**src/rtl/seg_scan_capture_pkg.sv**
```systemverilog
// Shared definitions for the seven-segment scan monitor and other display checkers.
//   - Segment patterns (bit0=a .. bit6=g) for decimal digits 0-9 and blank.
//   - 4-bit codes reported for blank and undecodable patterns.
//   - Capture FSM state type.
//   - enable_index(): position of the low bit in an active-low enable bus.
package seg_pkg;

    localparam logic [6:0] SEG_0     = 7'h3F;
    localparam logic [6:0] SEG_1     = 7'h06;
    localparam logic [6:0] SEG_2     = 7'h5B;
    localparam logic [6:0] SEG_3     = 7'h4F;
    localparam logic [6:0] SEG_4     = 7'h66;
    localparam logic [6:0] SEG_5     = 7'h6D;
    localparam logic [6:0] SEG_6     = 7'h7D;
    localparam logic [6:0] SEG_7     = 7'h07;
    localparam logic [6:0] SEG_8     = 7'h7F;
    localparam logic [6:0] SEG_9     = 7'h6F;
    localparam logic [6:0] SEG_BLANK = 7'h00;

    localparam logic [3:0] CODE_BLANK   = 4'hF;
    localparam logic [3:0] CODE_INVALID = 4'hE;

    typedef enum logic [1:0] {
        IDLE,
        SETTLE,
        HELD
    } scan_state_e;

    // Lowest-numbered low bit; only meaningful when exactly one bit is low.
    function automatic logic [2:0] enable_index(input logic [7:0] en_n);
        logic [2:0] idx;
        idx = 3'd0;
        for (int i = 7; i >= 0; i--) begin
            if (!en_n[i]) begin
                idx = 3'(i);
            end
        end
        return idx;
    endfunction

endpackage

```
**src/rtl/seg_scan_capture_if.sv**
```systemverilog
// Display-side bundle of the scan monitor.
//   seg_en      : digit enables, active-low (bit i low selects digit i)
//   seg_data    : segments, active-high (bit0=a .. bit6=g, bit7=dp)
//   digit_codes : snapshot, nibble i = code of digit i
//   digit_dp    : snapshot decimal points
//   frame_done  : one-cycle pulse when the snapshot updates
//   err_multi   : one-cycle pulse per sample with more than one enable low
//   scan_stall  : level, no capture for the configured stall period
// master = the side driving the display bus (board or bench); slave = the monitor.
interface seg_scan_capture_if;

    logic [7:0]  seg_en;
    logic [7:0]  seg_data;
    logic [31:0] digit_codes;
    logic [7:0]  digit_dp;
    logic        frame_done;
    logic        err_multi;
    logic        scan_stall;

    modport master (
        output seg_en,
        output seg_data,
        input  digit_codes,
        input  digit_dp,
        input  frame_done,
        input  err_multi,
        input  scan_stall
    );

    modport slave (
        input  seg_en,
        input  seg_data,
        output digit_codes,
        output digit_dp,
        output frame_done,
        output err_multi,
        output scan_stall
    );

endinterface

```
**src/rtl/seg_scan_capture_seg7_decode.sv**
```systemverilog
// Combinational seven-segment pattern decoder.
//   pattern_i : segments a..g (bit0=a), active-high
//   code_o    : 0-9 for digit patterns, CODE_BLANK for all-off, CODE_INVALID otherwise
module seg7_decode
    import seg_pkg::*;
(
    input  logic [6:0] pattern_i,
    output logic [3:0] code_o
);

    always_comb begin
        code_o = CODE_INVALID;
        case (pattern_i)
            SEG_0:     code_o = 4'd0;
            SEG_1:     code_o = 4'd1;
            SEG_2:     code_o = 4'd2;
            SEG_3:     code_o = 4'd3;
            SEG_4:     code_o = 4'd4;
            SEG_5:     code_o = 4'd5;
            SEG_6:     code_o = 4'd6;
            SEG_7:     code_o = 4'd7;
            SEG_8:     code_o = 4'd8;
            SEG_9:     code_o = 4'd9;
            SEG_BLANK: code_o = CODE_BLANK;
            default:   code_o = CODE_INVALID;
        endcase
    end

endmodule

```
**src/rtl/seg_scan_capture.sv**
```systemverilog
// Monitor for a multiplexed 8-digit seven-segment display.
// Registers the scanned enable/segment buses, waits for each digit to hold steady for
// SETTLE_CYC samples, decodes it into a working buffer and publishes the buffer as a
// snapshot once all eight digits have been captured.
//   clk, rst_n : clock, asynchronous active-low reset
//   bus        : slave side of seg_scan_capture_if (display inputs, snapshot/status outputs)
// Parameters:
//   SETTLE_CYC : identical consecutive samples needed before capture (1-255)
//   STALL_CYC  : capture-free cycles before scan_stall asserts
module seg_scan_capture
    import seg_pkg::*;
#(
    parameter int unsigned SETTLE_CYC = 4,
    parameter int unsigned STALL_CYC  = 200000
) (
    input  logic              clk,
    input  logic              rst_n,
    seg_scan_capture_if.slave bus
);

    localparam int unsigned        StallW     = $clog2(STALL_CYC + 1);
    localparam logic [StallW-1:0]  StallMax   = StallW'(STALL_CYC);
    localparam logic [7:0]         SettleLast = 8'(SETTLE_CYC);

    // Input stage and one-sample history.
    logic [7:0] en_q, en_d;
    logic [7:0] data_q, data_d;
    logic [7:0] last_en_q, last_en_d;
    logic [7:0] last_data_q, last_data_d;

    // Capture FSM.
    scan_state_e state_q, state_d;
    logic [7:0]  settle_cnt_q, settle_cnt_d;

    // Working buffer and published snapshot.
    logic [31:0] wcodes_q, wcodes_d;
    logic [7:0]  wdp_q, wdp_d;
    logic [7:0]  seen_q, seen_d;
    logic [31:0] digit_codes_q, digit_codes_d;
    logic [7:0]  digit_dp_q, digit_dp_d;
    logic        frame_done_q, frame_done_d;
    logic        err_multi_q, err_multi_d;
    logic [StallW-1:0] stall_cnt_q, stall_cnt_d;

    // Sample classification.
    logic [7:0] en_low;
    logic       sample_valid;
    logic       sample_multi;
    logic       sample_same;
    logic [2:0] sample_idx;
    logic [3:0] dec_code;

    logic       capture;
    logic       restart;
    logic       frame_hit;

    seg7_decode u_decode (
        .pattern_i (data_q[6:0]),
        .code_o    (dec_code)
    );

    always_comb begin
        en_d        = bus.seg_en;
        data_d      = bus.seg_data;
        last_en_d   = en_q;
        last_data_d = data_q;
    end

    always_comb begin
        en_low       = ~en_q;
        // Exactly one bit set: non-zero and clearing the lowest set bit leaves nothing.
        sample_valid = (en_low != 8'd0) && ((en_low & (en_low - 8'd1)) == 8'd0);
        sample_multi = (en_low != 8'd0) && !sample_valid;
        sample_same  = (en_q == last_en_q) && (data_q == last_data_q);
        sample_idx   = enable_index(en_q);
    end

    // Settle/capture state machine.
    always_comb begin
        state_d      = state_q;
        settle_cnt_d = settle_cnt_q;
        capture      = 1'b0;
        restart      = 1'b0;

        case (state_q)
            SETTLE: begin
                if (sample_same) begin
                    if (settle_cnt_q + 8'd1 >= SettleLast) begin
                        capture = 1'b1;
                        state_d = HELD;
                    end else begin
                        settle_cnt_d = settle_cnt_q + 8'd1;
                    end
                end else begin
                    restart = 1'b1;
                end
            end
            HELD: begin
                // A digit is captured once per stable run; only a change re-arms it.
                if (!sample_same) begin
                    restart = 1'b1;
                end
            end
            default: begin
                restart = 1'b1;
            end
        endcase

        if (restart) begin
            if (sample_valid) begin
                settle_cnt_d = 8'd1;
                if (SettleLast <= 8'd1) begin
                    capture = 1'b1;
                    state_d = HELD;
                end else begin
                    state_d = SETTLE;
                end
            end else begin
                settle_cnt_d = 8'd0;
                state_d      = IDLE;
            end
        end
    end

    // Working buffer, frame publication and status.
    always_comb begin
        wcodes_d      = wcodes_q;
        wdp_d         = wdp_q;
        frame_hit     = (seen_q == 8'hFF);
        // A full mask is published and cleared on the following edge, so the copy
        // includes the completing capture and a new frame can start on that same edge.
        seen_d        = frame_hit ? 8'h00 : seen_q;
        frame_done_d  = frame_hit;
        digit_codes_d = frame_hit ? wcodes_q : digit_codes_q;
        digit_dp_d    = frame_hit ? wdp_q : digit_dp_q;
        err_multi_d   = sample_multi;

        if (capture) begin
            wcodes_d[{sample_idx, 2'b00} +: 4] = dec_code;
            wdp_d[sample_idx]                  = data_q[7];
            seen_d[sample_idx]                 = 1'b1;
        end

        if (capture) begin
            stall_cnt_d = '0;
        end else if (stall_cnt_q == StallMax) begin
            stall_cnt_d = stall_cnt_q;
        end else begin
            stall_cnt_d = stall_cnt_q + StallW'(1);
        end
    end

    always_ff @(posedge clk or negedge rst_n) begin
        if (!rst_n) begin
            en_q          <= 8'hFF;
            data_q        <= 8'h00;
            last_en_q     <= 8'hFF;
            last_data_q   <= 8'h00;
            state_q       <= IDLE;
            settle_cnt_q  <= 8'd0;
            wcodes_q      <= 32'hFFFF_FFFF;
            wdp_q         <= 8'h00;
            seen_q        <= 8'h00;
            digit_codes_q <= 32'hFFFF_FFFF;
            digit_dp_q    <= 8'h00;
            frame_done_q  <= 1'b0;
            err_multi_q   <= 1'b0;
            stall_cnt_q   <= '0;
        end else begin
            en_q          <= en_d;
            data_q        <= data_d;
            last_en_q     <= last_en_d;
            last_data_q   <= last_data_d;
            state_q       <= state_d;
            settle_cnt_q  <= settle_cnt_d;
            wcodes_q      <= wcodes_d;
            wdp_q         <= wdp_d;
            seen_q        <= seen_d;
            digit_codes_q <= digit_codes_d;
            digit_dp_q    <= digit_dp_d;
            frame_done_q  <= frame_done_d;
            err_multi_q   <= err_multi_d;
            stall_cnt_q   <= stall_cnt_d;
        end
    end

    assign bus.digit_codes = digit_codes_q;
    assign bus.digit_dp    = digit_dp_q;
    assign bus.frame_done  = frame_done_q;
    assign bus.err_multi   = err_multi_q;
    assign bus.scan_stall  = (stall_cnt_q == StallMax);

endmodule
```
**src/flat_wrapper.sv**
```systemverilog
// flat-port wrapper written by rule: the top's interface ports become plain ports
module seg_scan_capture_flat import seg_pkg::*;
#(
    parameter int unsigned SETTLE_CYC = 4,
    parameter int unsigned STALL_CYC  = 200000
)
  (clk, rst_n, bus_seg_en, bus_seg_data, bus_digit_codes, bus_digit_dp, bus_frame_done, bus_err_multi, bus_scan_stall);
  seg_scan_capture_if bus_i ();
  input  logic clk;
  input  logic rst_n;
  input wire logic [$bits(bus_i.seg_en)-1:0] bus_seg_en;
  input wire logic [$bits(bus_i.seg_data)-1:0] bus_seg_data;
  output wire logic [$bits(bus_i.digit_codes)-1:0] bus_digit_codes;
  output wire logic [$bits(bus_i.digit_dp)-1:0] bus_digit_dp;
  output wire logic [$bits(bus_i.frame_done)-1:0] bus_frame_done;
  output wire logic [$bits(bus_i.err_multi)-1:0] bus_err_multi;
  output wire logic [$bits(bus_i.scan_stall)-1:0] bus_scan_stall;
  assign bus_i.seg_en = bus_seg_en;
  assign bus_i.seg_data = bus_seg_data;
  assign bus_digit_codes = bus_i.digit_codes;
  assign bus_digit_dp = bus_i.digit_dp;
  assign bus_frame_done = bus_i.frame_done;
  assign bus_err_multi = bus_i.err_multi;
  assign bus_scan_stall = bus_i.scan_stall;
  seg_scan_capture #(.SETTLE_CYC(SETTLE_CYC), .STALL_CYC(STALL_CYC)) u_core (.clk(clk), .rst_n(rst_n), .bus(bus_i));
endmodule
```
**config.mk**
```make
export PLATFORM = sky130hd
export DESIGN_NAME = seg_scan_capture_flat
export DESIGN_NICKNAME = d
export VERILOG_FILES = /design/src/rtl/seg_scan_capture_pkg.sv /design/src/rtl/seg_scan_capture_if.sv /design/src/rtl/seg_scan_capture_seg7_decode.sv /design/src/rtl/seg_scan_capture.sv /design/src/flat_wrapper.sv
export SDC_FILE = /design/constraint.sdc
export NUM_CORES = 1
export LEC_CHECK = 0
export CAP_MARGIN = 20
export CORE_MARGIN = 2
export CORE_UTILIZATION = 58
export DETAILED_ROUTE_END_ITERATION = 16
export GPL_TIMING_DRIVEN = 0
export PLACE_DENSITY = 0.89
export SYNTH_ARGS = -nofsm -noshare
export SYNTH_HDL_FRONTEND = slang
export SYNTH_SLANG_ARGS = --single-unit
```
**constraint.sdc**
```tcl
create_clock -name clk -period 3.8 [get_ports clk]
set_input_delay 1.14 -clock clk [delete_from_list [all_inputs] [get_ports clk]]
set_output_delay 1.14 -clock clk [all_outputs]
set_load 0.05 [all_outputs]
```
=== Word level (Yosys, flattened, before mapping) ===
Index checks and enable logic that the tools add are counted.

* Register bits: 150
* Output and inout port bits: 43
* Logic and storage cells: 90

* $add $sub $neg: 4
* $lt $le $gt $ge: 3
* Equal/unequal tests: 18
* Shift operators: 2
* Multiplexer cells: 32
* Bitwise gates (word level): 3
* Reduce and logical (&&, ||, !) cells: 14

{| class="wikitable"
|+ Operator list
! cell !! number
|-
| 7-bit equality test (second input constant) || 7
|-
| 8-bit two-way mux || 6
|-
| 4-bit case mux with 11 select lines || 1
|-
| 18-bit two-way mux || 2
|-
| 32-bit bitwise mux || 1
|-
| 4-bit by 7-bit variable shift with 32-bit output (first input constant) || 1
|-
| 4-bit by 7-bit variable part select with 32-bit output || 1
|-
| 3-bit two-way mux || 8
|-
| 18-bit by 1-bit adder with 18-bit output (second input constant) || 1
|-
| 18-bit equality test (second input constant) || 1
|-
| 8-bit equality test || 2
|-
| 7-bit by 3-bit equality test with 1-bit output (second input constant) || 2
|-
| 8-bit by 1-bit adder with 8-bit output (second input constant) || 1
|-
| 8-bit bitwise AND || 1
|-
| 8-bit bitwise mux || 1
|-
| 8-bit equality test (second input constant) || 1
|-
| 8-bit by 3-bit >= comparator with 1-bit output (second input constant) || 1
|-
| 8-bit logical NOT || 1
|-
| 1-bit two-way mux || 8
|-
| 2-bit two-way mux || 4
|-
| 8-bit NOT || 1
|-
| 8-bit bitwise OR || 1
|-
| 8-bit nonzero test || 1
|-
| 8-bit by 1-bit subtractor with 8-bit output (second input constant) || 1
|-
| 14 further kinds || 21
|}

=== Depth between registers and ports, before layout ===
Gate-level depths: netlist of the first run.

* Depth after elaboration: 14
* Gate-level depth with buffers: 12
* Gate-level depth less buffers: 10

=== Cells and area by module ===
Synthesis of the first run repeated with hierarchy kept, for this count alone.

* Cell total of the unflattened synthesis: 602
* Area total of the unflattened synthesis: 6,562.5 um^2

{| class="wikitable"
|+ By module, submodules not included
! module !! times used !! cells each !! area an instance (um^2) !! sequential area each (um^2)
|-
| seg_scan_capture || 1 || 565 || 6,322.3 || 3,853.7
|-
| seg7_decode || 1 || 37 || 240.2 || 0.0
|}

=== Worst setup path after synthesis of the first run ===
OpenSTA, ideal clock, no wires.

* Path kind: register to output
* From: reg u_core.stall_cnt_q[15]
* To: out bus_scan_stall
* Arrival time: 2,079 ps
* Data required time: 2,660 ps
* Slack: 581 ps
* Stages on the path, launching flop included: 4
* Buffers on the path: 0
* Cell sequence: dfrtp_1 > nor4b_1 > nand3_1 > nor3_1

* Longest elaborated chain between the ends: 1

{| class="wikitable"
|+ Ends and longest elaborated chain
! item !! line !! RTL
|-
| start, declared || seg_scan_capture.sv:43 || <nowiki>logic [StallW-1:0] stall_cnt_q, stall_cnt_d;</nowiki>
|-
| start signal, assigned || seg_scan_capture.sv:183 || <nowiki>stall_cnt_q <= stall_cnt_d;</nowiki>
|-
| 18-bit equality test || seg_scan_capture.sv:191 || <nowiki>assign bus.scan_stall = (stall_cnt_q == StallMax);</nowiki>
|-
| end, declared || flat_wrapper.sv:17 || <nowiki>output wire logic [$bits(bus_i.scan_stall)-1:0] bus_scan_stall;</nowiki>
|}

No other way between the ends.

=== Final worst setup path of the first run ===
* From: reg u_core.en_q[6]
* To: reg u_core.wcodes_q[17]

* Longest elaborated chain between the ends: 10
* Elaborated cells between the ends (all ways): 15
* Classes of those cells: add/sub (1); eq/ne (1); shift (2); mux (10); reduce/logical (1)

{| class="wikitable"
|+ Ends and longest elaborated chain
! item !! line !! RTL
|-
| start, declared || seg_scan_capture.sv:26 || <nowiki>logic [7:0] en_q, en_d;</nowiki>
|-
| start signal, assigned || seg_scan_capture.sv:170 || <nowiki>en_q <= en_d;</nowiki>
|-
| 3-bit two-way mux (7 in a row) || seg_scan_capture_pkg.sv:34 || <nowiki>if (!en_n[i]) begin</nowiki>
|-
| 5-bit negator with 7-bit output || seg_scan_capture.sv:139 || <nowiki>wcodes_d[{sample_idx, 2'b00} +: 4] = dec_code;</nowiki>
|-
| 4-bit by 7-bit variable part select with 32-bit output / 4-bit by 7-bit variable shift with 32-bit output (equally long branches) || seg_scan_capture.sv:139 ||
|-
| 32-bit bitwise mux || seg_scan_capture.sv:139 ||
|-
| end signal, assigned || seg_scan_capture.sv:176 || <nowiki>wcodes_q <= wcodes_d;</nowiki>
|-
| end, declared || seg_scan_capture.sv:36 || <nowiki>logic [31:0] wcodes_q, wcodes_d;</nowiki>
|}

Several ways; a longest one is shown, not always the timed one.
A chain may end at the register's enable or synchronous reset.

==> results of run 1 <==
## metal layers
metal	part of all wire	vias to the layer above
li1	-	2301
met1	0.41	2550
met2	0.51	196
met3	0.055	45
met4	0.024	0
met5	0	-
## worst max-delay path, cell delays in order (launching register included)
cell,delay (ns)
dfstp_2,0.54
clkbuf_1,0.34
nor2b_1,0.22
o21a_1,0.30
nor2_1,0.12
ha_1,0.21
ha_1,0.24
a311oi_1,0.43
nand4_1,0.21
nor4b_4,0.47
mux2_2,0.40
## final cells by class
class | instances | area (um2)
plain buffers | 32 | 165
clock buffers | 26 | 542
clock inverters | 6 | 60.1
fillers | 764 | 3210
inverters | 31 | 116
multi-input cells | 408 | 2760
flip-flops and latches | 150 | 3850
well taps | 143 | 179
repair buffers | 61 | 628
## how the worst min path moves through the flow
| stage | endpoint | start | cells after the start |
|---|---|---|---|
| final | u_core.last_en_q[7] | u_core.en_q[7] | 0 |
| after CTS | u_core.last_en_q[6] | u_core.en_q[6] | 0 |
| after detailed placement | u_core.last_en_q[6] | u_core.en_q[6] | 0 |
| after global routing | u_core.last_en_q[3] | u_core.en_q[3] | 0 |
| after global placement | u_core.last_data_q[6] | u_core.data_q[6] | 0 |
| after floorplan | u_core.last_data_q[6] | u_core.data_q[6] | 0 |
## sequential cells by signal, summed over array words and instances (netlist names)
signal	flops
u_core.state_q	2
u_core.bus.err_multi	1
u_core.settle_cnt_q	8
u_core.stall_cnt_q	18
u_core.data_q	8
u_core.last_data_q	8
u_core.seen_q	8
u_core.wdp_q	8
u_core.bus.frame_done	1
u_core.last_en_q	8
u_core.en_q	8
u_core.wcodes_q	32
u_core.bus.digit_dp	8
u_core.bus.digit_codes	32
## power by group through the flow
stage | Combinational, W | Clock, W | Sequential, W
floorplan | 0.000100 | 0 | 0.00166
global placement | 0.000162 | 0 | 0.00166
CTS | 0.000178 | 0.00169 | 0.00164
finish | 0.000178 | 0.00168 | 0.00164
global route | 0.000197 | 0.00177 | 0.00164
detailed placement | 0.000176 | 0 | 0.00166
## stage by stage
step                setup WS [ns]   util  hold slack [ns]  power (W)  std cells
floorplan                   0.581      -            0.349    0.00176        621
global placement            -3.77  0.666            0.355    0.00182        824
detailed placement          0.365  0.669            0.358    0.00184        825
CTS                         0.243  0.721            0.372    0.00351        857
global route                0.118  0.721            0.376    0.00360        857
finish                      0.247  0.721            0.370    0.00349        857
## synth_stat cells (9+ instances only)
cell type and count:
xor2_1 23, mux2i_1 19, nand3_1 15, dfstp_2 80
nand2_1 123, and4_1 11, dfrtp_1 70, nor2_1 33
inv_1 31, mux2_2 15, o21ai_0 28, buf_2 9
clkbuf_1 15, nand4_1 22, xnor2_1 11
## logic make-up (layout without fill, tap and decap cells)
| kind of cell | count (synthesis) | after routing |
|---|---|---|
| compound gates | 66 | 66 |
| buf+inv | 63 | 156 |
| xor+xnor | 35 | 35 |
| fa+ha+maj | 9 | 9 |
| mux | 42 | 42 |
| simple gates | 256 | 256 |
| flops | 150 | 150 |
==> results.md, run 1 <==
- Status: finished, violations left
- Failing checks: design-rule violations
- Synth Area in XOR/XNOR: 0.0456
- Clk slew on worst S/H paths: 0.06 ns
- Die Span Y: 113 um
- Critical path arrival: a little under 4 ns
- Clk root buf: clkbuf_16
- Period utilization: 0.935
- Sequential share of the synthesized area: 0.559
- CP Data Required Time: 4.15 ns
- Wire per inst: between 15 and 20 um
- Layout cells sized above 1: 0.232
- RSZ-0062 raised after global routing: false
- CTS H-tree lvls: 4
- Mux contribution to synthesized area: 0.0673
- Die Wd: 113 um
- Maximum vdd drop: 0.550 mV
- CTS tree: yes
- Max Cap Viol: 0
- Worst reg2reg path depth: 10
- Vias in the first global route: 5191
- I/O pin count: 61
- CTS Hold Bufs: 0
- Worst clock skew: 0.00856 ns
- Relative slew slack: 0.451
- Final Setup Violations: 0
- Area Growth Syn to Fin: 20.4%
- TritonCTS buffer count: 17
- Post_cts resized: 1
- Clock Latency Late Sink: 0.42 ns
- Row count: 39
- WL final: 15200 um
- Post-synth top area share: 0.305
- Syn_area_per_cell: 11.1 um2
- Setup TNS: 0 ns
- Most common cell after layout, fill and taps aside: nand2_1
- CP startpoint kind: flip-flop
- Initial antenna violation count: 0
- Global-route wire length before repair: approximately 26000 um
- Antenna cells: 0
- Pin count of the biggest net entering global routing: 98
- Total number of vias: 5092
- Final Hold Viols: 0
- Simple-Gate Fraction of Synth Area: 0.207
- Die area: around 13000 um2
- Seq cells post-synth: 150
- Gp weighted congestion: 0.881
- Initial core utilization: 0.599
- Reg-to-reg endpoint: u_core.wcodes_q[17]
- Crit Reg-Reg Startpoint: u_core.en_q[6]
- Sink Count: 150
- Max Buffers Root-to-Sink: 2
- Gr ovfl total: 0
- Sequential Power Share: 0.469
- # port buffers: 60
- Area post-placement: 7700 um2
- Drt pass-1 iters: 11
- Post-layout min period: 3.55 ns
- Synth unique cells: 60
- Met2 GRT Util: 0.426
- Maximum clock rate: 281 MHz
- Via/cell ratio: slightly below 6
- Syn Inst Count: 621
- Critical path class: reg -> reg
- Worst R2R Setup Slack: 0.25 ns
- LEAKAGE: 3.54 nW
- Final Cell Area: 8300 um2
- Crit path to: u_core.wcodes_q[17]
- Adder-cell share of the synthesized area: 0.0156
- Number of synthesized flops with an enable pin: 0
- Ys flop type: dfstp_2
- Pwr dens: ~420 nW/um2
- Setup crit end kind: flip-flop
- DRC: 2
- Syn_nets: 646
- Nets@finish: 726
- Most frequent cells in the layout: nand2_1 (123), dfstp_2 (80), dfrtp_1 (70)
- Setup bufs post-CTS: 0
- NetSw: between 0.0007 and 0.0008 W
- Total global-route track usage: 0.258
- Main combinational cell family by area after synthesis: simple AND/OR/NAND/NOR gates
- Global routing usage on met3: 0.0691
- Measured slew at the worst slew-check pin: ~0.82 ns
- Cell Int Power: 0.00274 W
- Synth Area in Compound Gates: 0.0652
- Core area: between 10000 and 15000 um2
- Met1 GRT Util: 0.327
- GRT busiest layer: met2
- DR iter-0 viols: 478
- Cell taking the most area after synthesis: dfstp_2
- Sw frac: 0.216
- Setup crit start: u_core.en_q[6]
- Antenna-violating nets left: 0
- Ys async rst share: 1.00
- Top cells by area in the synthesized netlist: dfstp_2 (30%), dfrtp_1 (25%), nand2_1 (6.7%)
- Clk pwr share: 0.480
- Critical Path Fanout Max: 9
- Comb pwr share: 0.051
- Cell area after synthesis: 6890 um2
- Slew Viols, Final: 0
- Hpwl dp: between 10000 and 15000 um
- Synth Warn #: 0
- Hold Path Class: reg -> reg
No activity file was read; power rests on OpenSTA's default activity.
==> run 2, diff against run 1 <==
CORE_UTILIZATION = 45   (was 58)
PLACE_DENSITY = 0.74   (was 0.89)
==> results.md, run 2 (synthesized netlist as in run 1, its figures left out) <==
- Status: finished clean
- Slew Viols, Final: 0 (unchanged)
- WL final: 13900 um (-8.1%)
- Worst clock skew: 0.0156 ns (+0.00706 ns)
- Final Setup Violations: 0 (unchanged)
- # port buffers: 60 (unchanged)
- Sink Count: 150 (unchanged)
- Clk root buf: clkbuf_16
- DRC: 0 (-2)
- Setup TNS: 0 ns (unchanged)
- Measured slew at the worst slew-check pin: 0.838 ns (+0.0172 ns)
- Maximum vdd drop: 0.314 mV (-43%)
- Die Wd: 128 um (+13%)
- Total global-route track usage: 0.181 (-0.0773)
- Antenna-violating nets left: 0 (unchanged)
- Gp weighted congestion: 0.801 (-9.1%)
- Layout cells sized above 1: 0.235 (+0.00280)
- DR WL met2: 6940 um (-9.7%)
- Gr ovfl total: 0 (unchanged)
- Drt pass-1 iters: 5 (-6)
- Final Hold Viols: 0 (unchanged)
- Period utilization: 0.923 (-0.0115)
- Pin count of the biggest net entering global routing: 100 (+2.0%)
- Antenna cells: 0 (unchanged)
- Critical path class: reg -> out
- Nets@finish: 726 (unchanged)
- Max Cap Viol: 0 (unchanged)
- Critical Path Fanout Max: 7 (-2)
- Row count: 45 (+15%)
- Die Span Y: 128 um (+13%)
- LEAKAGE: 3.54 nW (about the same)
- Critical path arrival: 2.37 ns (-1.53 ns)
- RSZ-0062 raised after global routing: false
- Setup crit end kind: primary output
- CTS H-tree lvls: 4 (unchanged)
- Hold Slack: 0.361 ns (-0.00880 ns)
- Most common cell after layout, fill and taps aside: nand2_1
- Metal-1 WL: 6300 um (+0.65%)
- Pwr dens: 421 nW/um2 (+0.18%)
- Final Power: 0.00353 W (+1.0%)
- Relative slew slack: 0.440 (-0.0115)
- Clk slew on worst S/H paths: 0.06 ns (about the same)
- Final Cell Area: 8370 um2 (+0.84%)
- Setup bufs post-CTS: 0 (unchanged)
- Core area: 15100 um2 (+31%)
- Area post-placement: 7760 um2 (+0.73%)
- Initial antenna violation count: 0 (unchanged)
- Area Growth Syn to Fin: 21.5%
- CTS tree: yes
- DR iter-0 viols: 479 (+0.21%)
- Top routing layer in use: met4
- Post-layout min period: 3.51 ns (-0.0436 ns)
- CP Data Required Time: 2.66 ns (-1.49 ns)
- Die area: 16300 um2 (+28%)
- Wire per inst: 15.4 um (-13%)
- TritonCTS buffer count: 17 (unchanged)
- Total number of vias: 4839 (-5.0%)
- Vias in the first global route: 4839 (-6.8%)
- Hpwl dp: 9710 um (-3.7%)
- CP startpoint kind: flip-flop
- Post_cts resized: 1 (unchanged)
- Max Buffers Root-to-Sink: 2 (unchanged)
- Core Util, Final: 0.555 (-0.166)
- I/O pin count: 61 (unchanged)
- Hold Path Class: reg -> reg
- Clock Latency Late Sink: 0.42 ns (about the same)
- Met3 Wirelength: 555 um (-34%)
- Most frequent cells in the layout: nand2_1 (123), dfstp_2 (80), dfrtp_1 (70)
- Maximum clock rate: 285 MHz (+1.2%)
- Global-route wire length before repair: 23400 um (-9.6%)
- CTS Hold Bufs: 0 (unchanged)
- Via/cell ratio: 5.36 (-9.7%)
- Initial core utilization: 0.457 (-0.142)
[run 2: stage by stage]
| stage | cells | setup WS (ns) |
|---|---|---|
| after floorplan | 621 | 0.581 |
| after global placement | 869 | -3.87 |
| after detailed placement | 870 | 0.346 |
| after CTS | 902 | 0.301 |
| after global routing | 902 | 0.119 |
| final | 902 | 0.291 |
[run 2: layout make-up]
cell class	instances	area [um2]
plain buffers	32	165
clock buffers	25	526
clock inverters	7	90.1
fillers	1277	6720
inverters	31	116
multi-input cells	408	2760
flip-flops and latches	150	3850
well taps	188	235
repair buffers	61	628
[run 2: path summary, 6_finish.rpt]
kind / cells after the start / startpoint / end / slack [ns]
worst max-delay path: 4 / u_core.stall_cnt_q[4] / bus_scan_stall / 0.29
worst min-delay path: 0 / u_core.en_q[7] / u_core.last_en_q[7] / 0.36
worst max register to register: 10 / u_core.en_q[6] / u_core.wcodes_q[17] / 0.31
worst min register to register: 0 / u_core.en_q[7] / u_core.last_en_q[7] / 0.36
max in group asynchronous: 2 / rst_n / u_core.bus.digit_codes[23] / 2.27
min in group asynchronous: 1 / rst_n / u_core.settle_cnt_q[6] / 0.67
[run 2: metal layers]
layer | global-route usage | up-vias
li1 | - | 2292
met1 | 0.235 | 2411
met2 | 0.304 | 126
met3 | 0.0442 | 10
met4 | 0.0504 | 0
met5 | 0 | -
[run 2: critical path, stage by stage (launching register included)]
cell           delay [ns]
dfrtp_1              0.46
nor4_1               0.30
nand2_1              0.11
nor3_1               0.48
dlygate4sd2_1        0.59
[run 2: power by group]
| part | internal, W | total, W | switching, W |
|---|---|---|---|
| registers | 0.00163 | 0.00164 | 0.0000114 |
| clock network | 0.00109 | 0.00172 | 0.000630 |
| logic | 0.0000620 | 0.000174 | 0.000112 |
| total | 0.00277 | 0.00353 | 0.000753 |
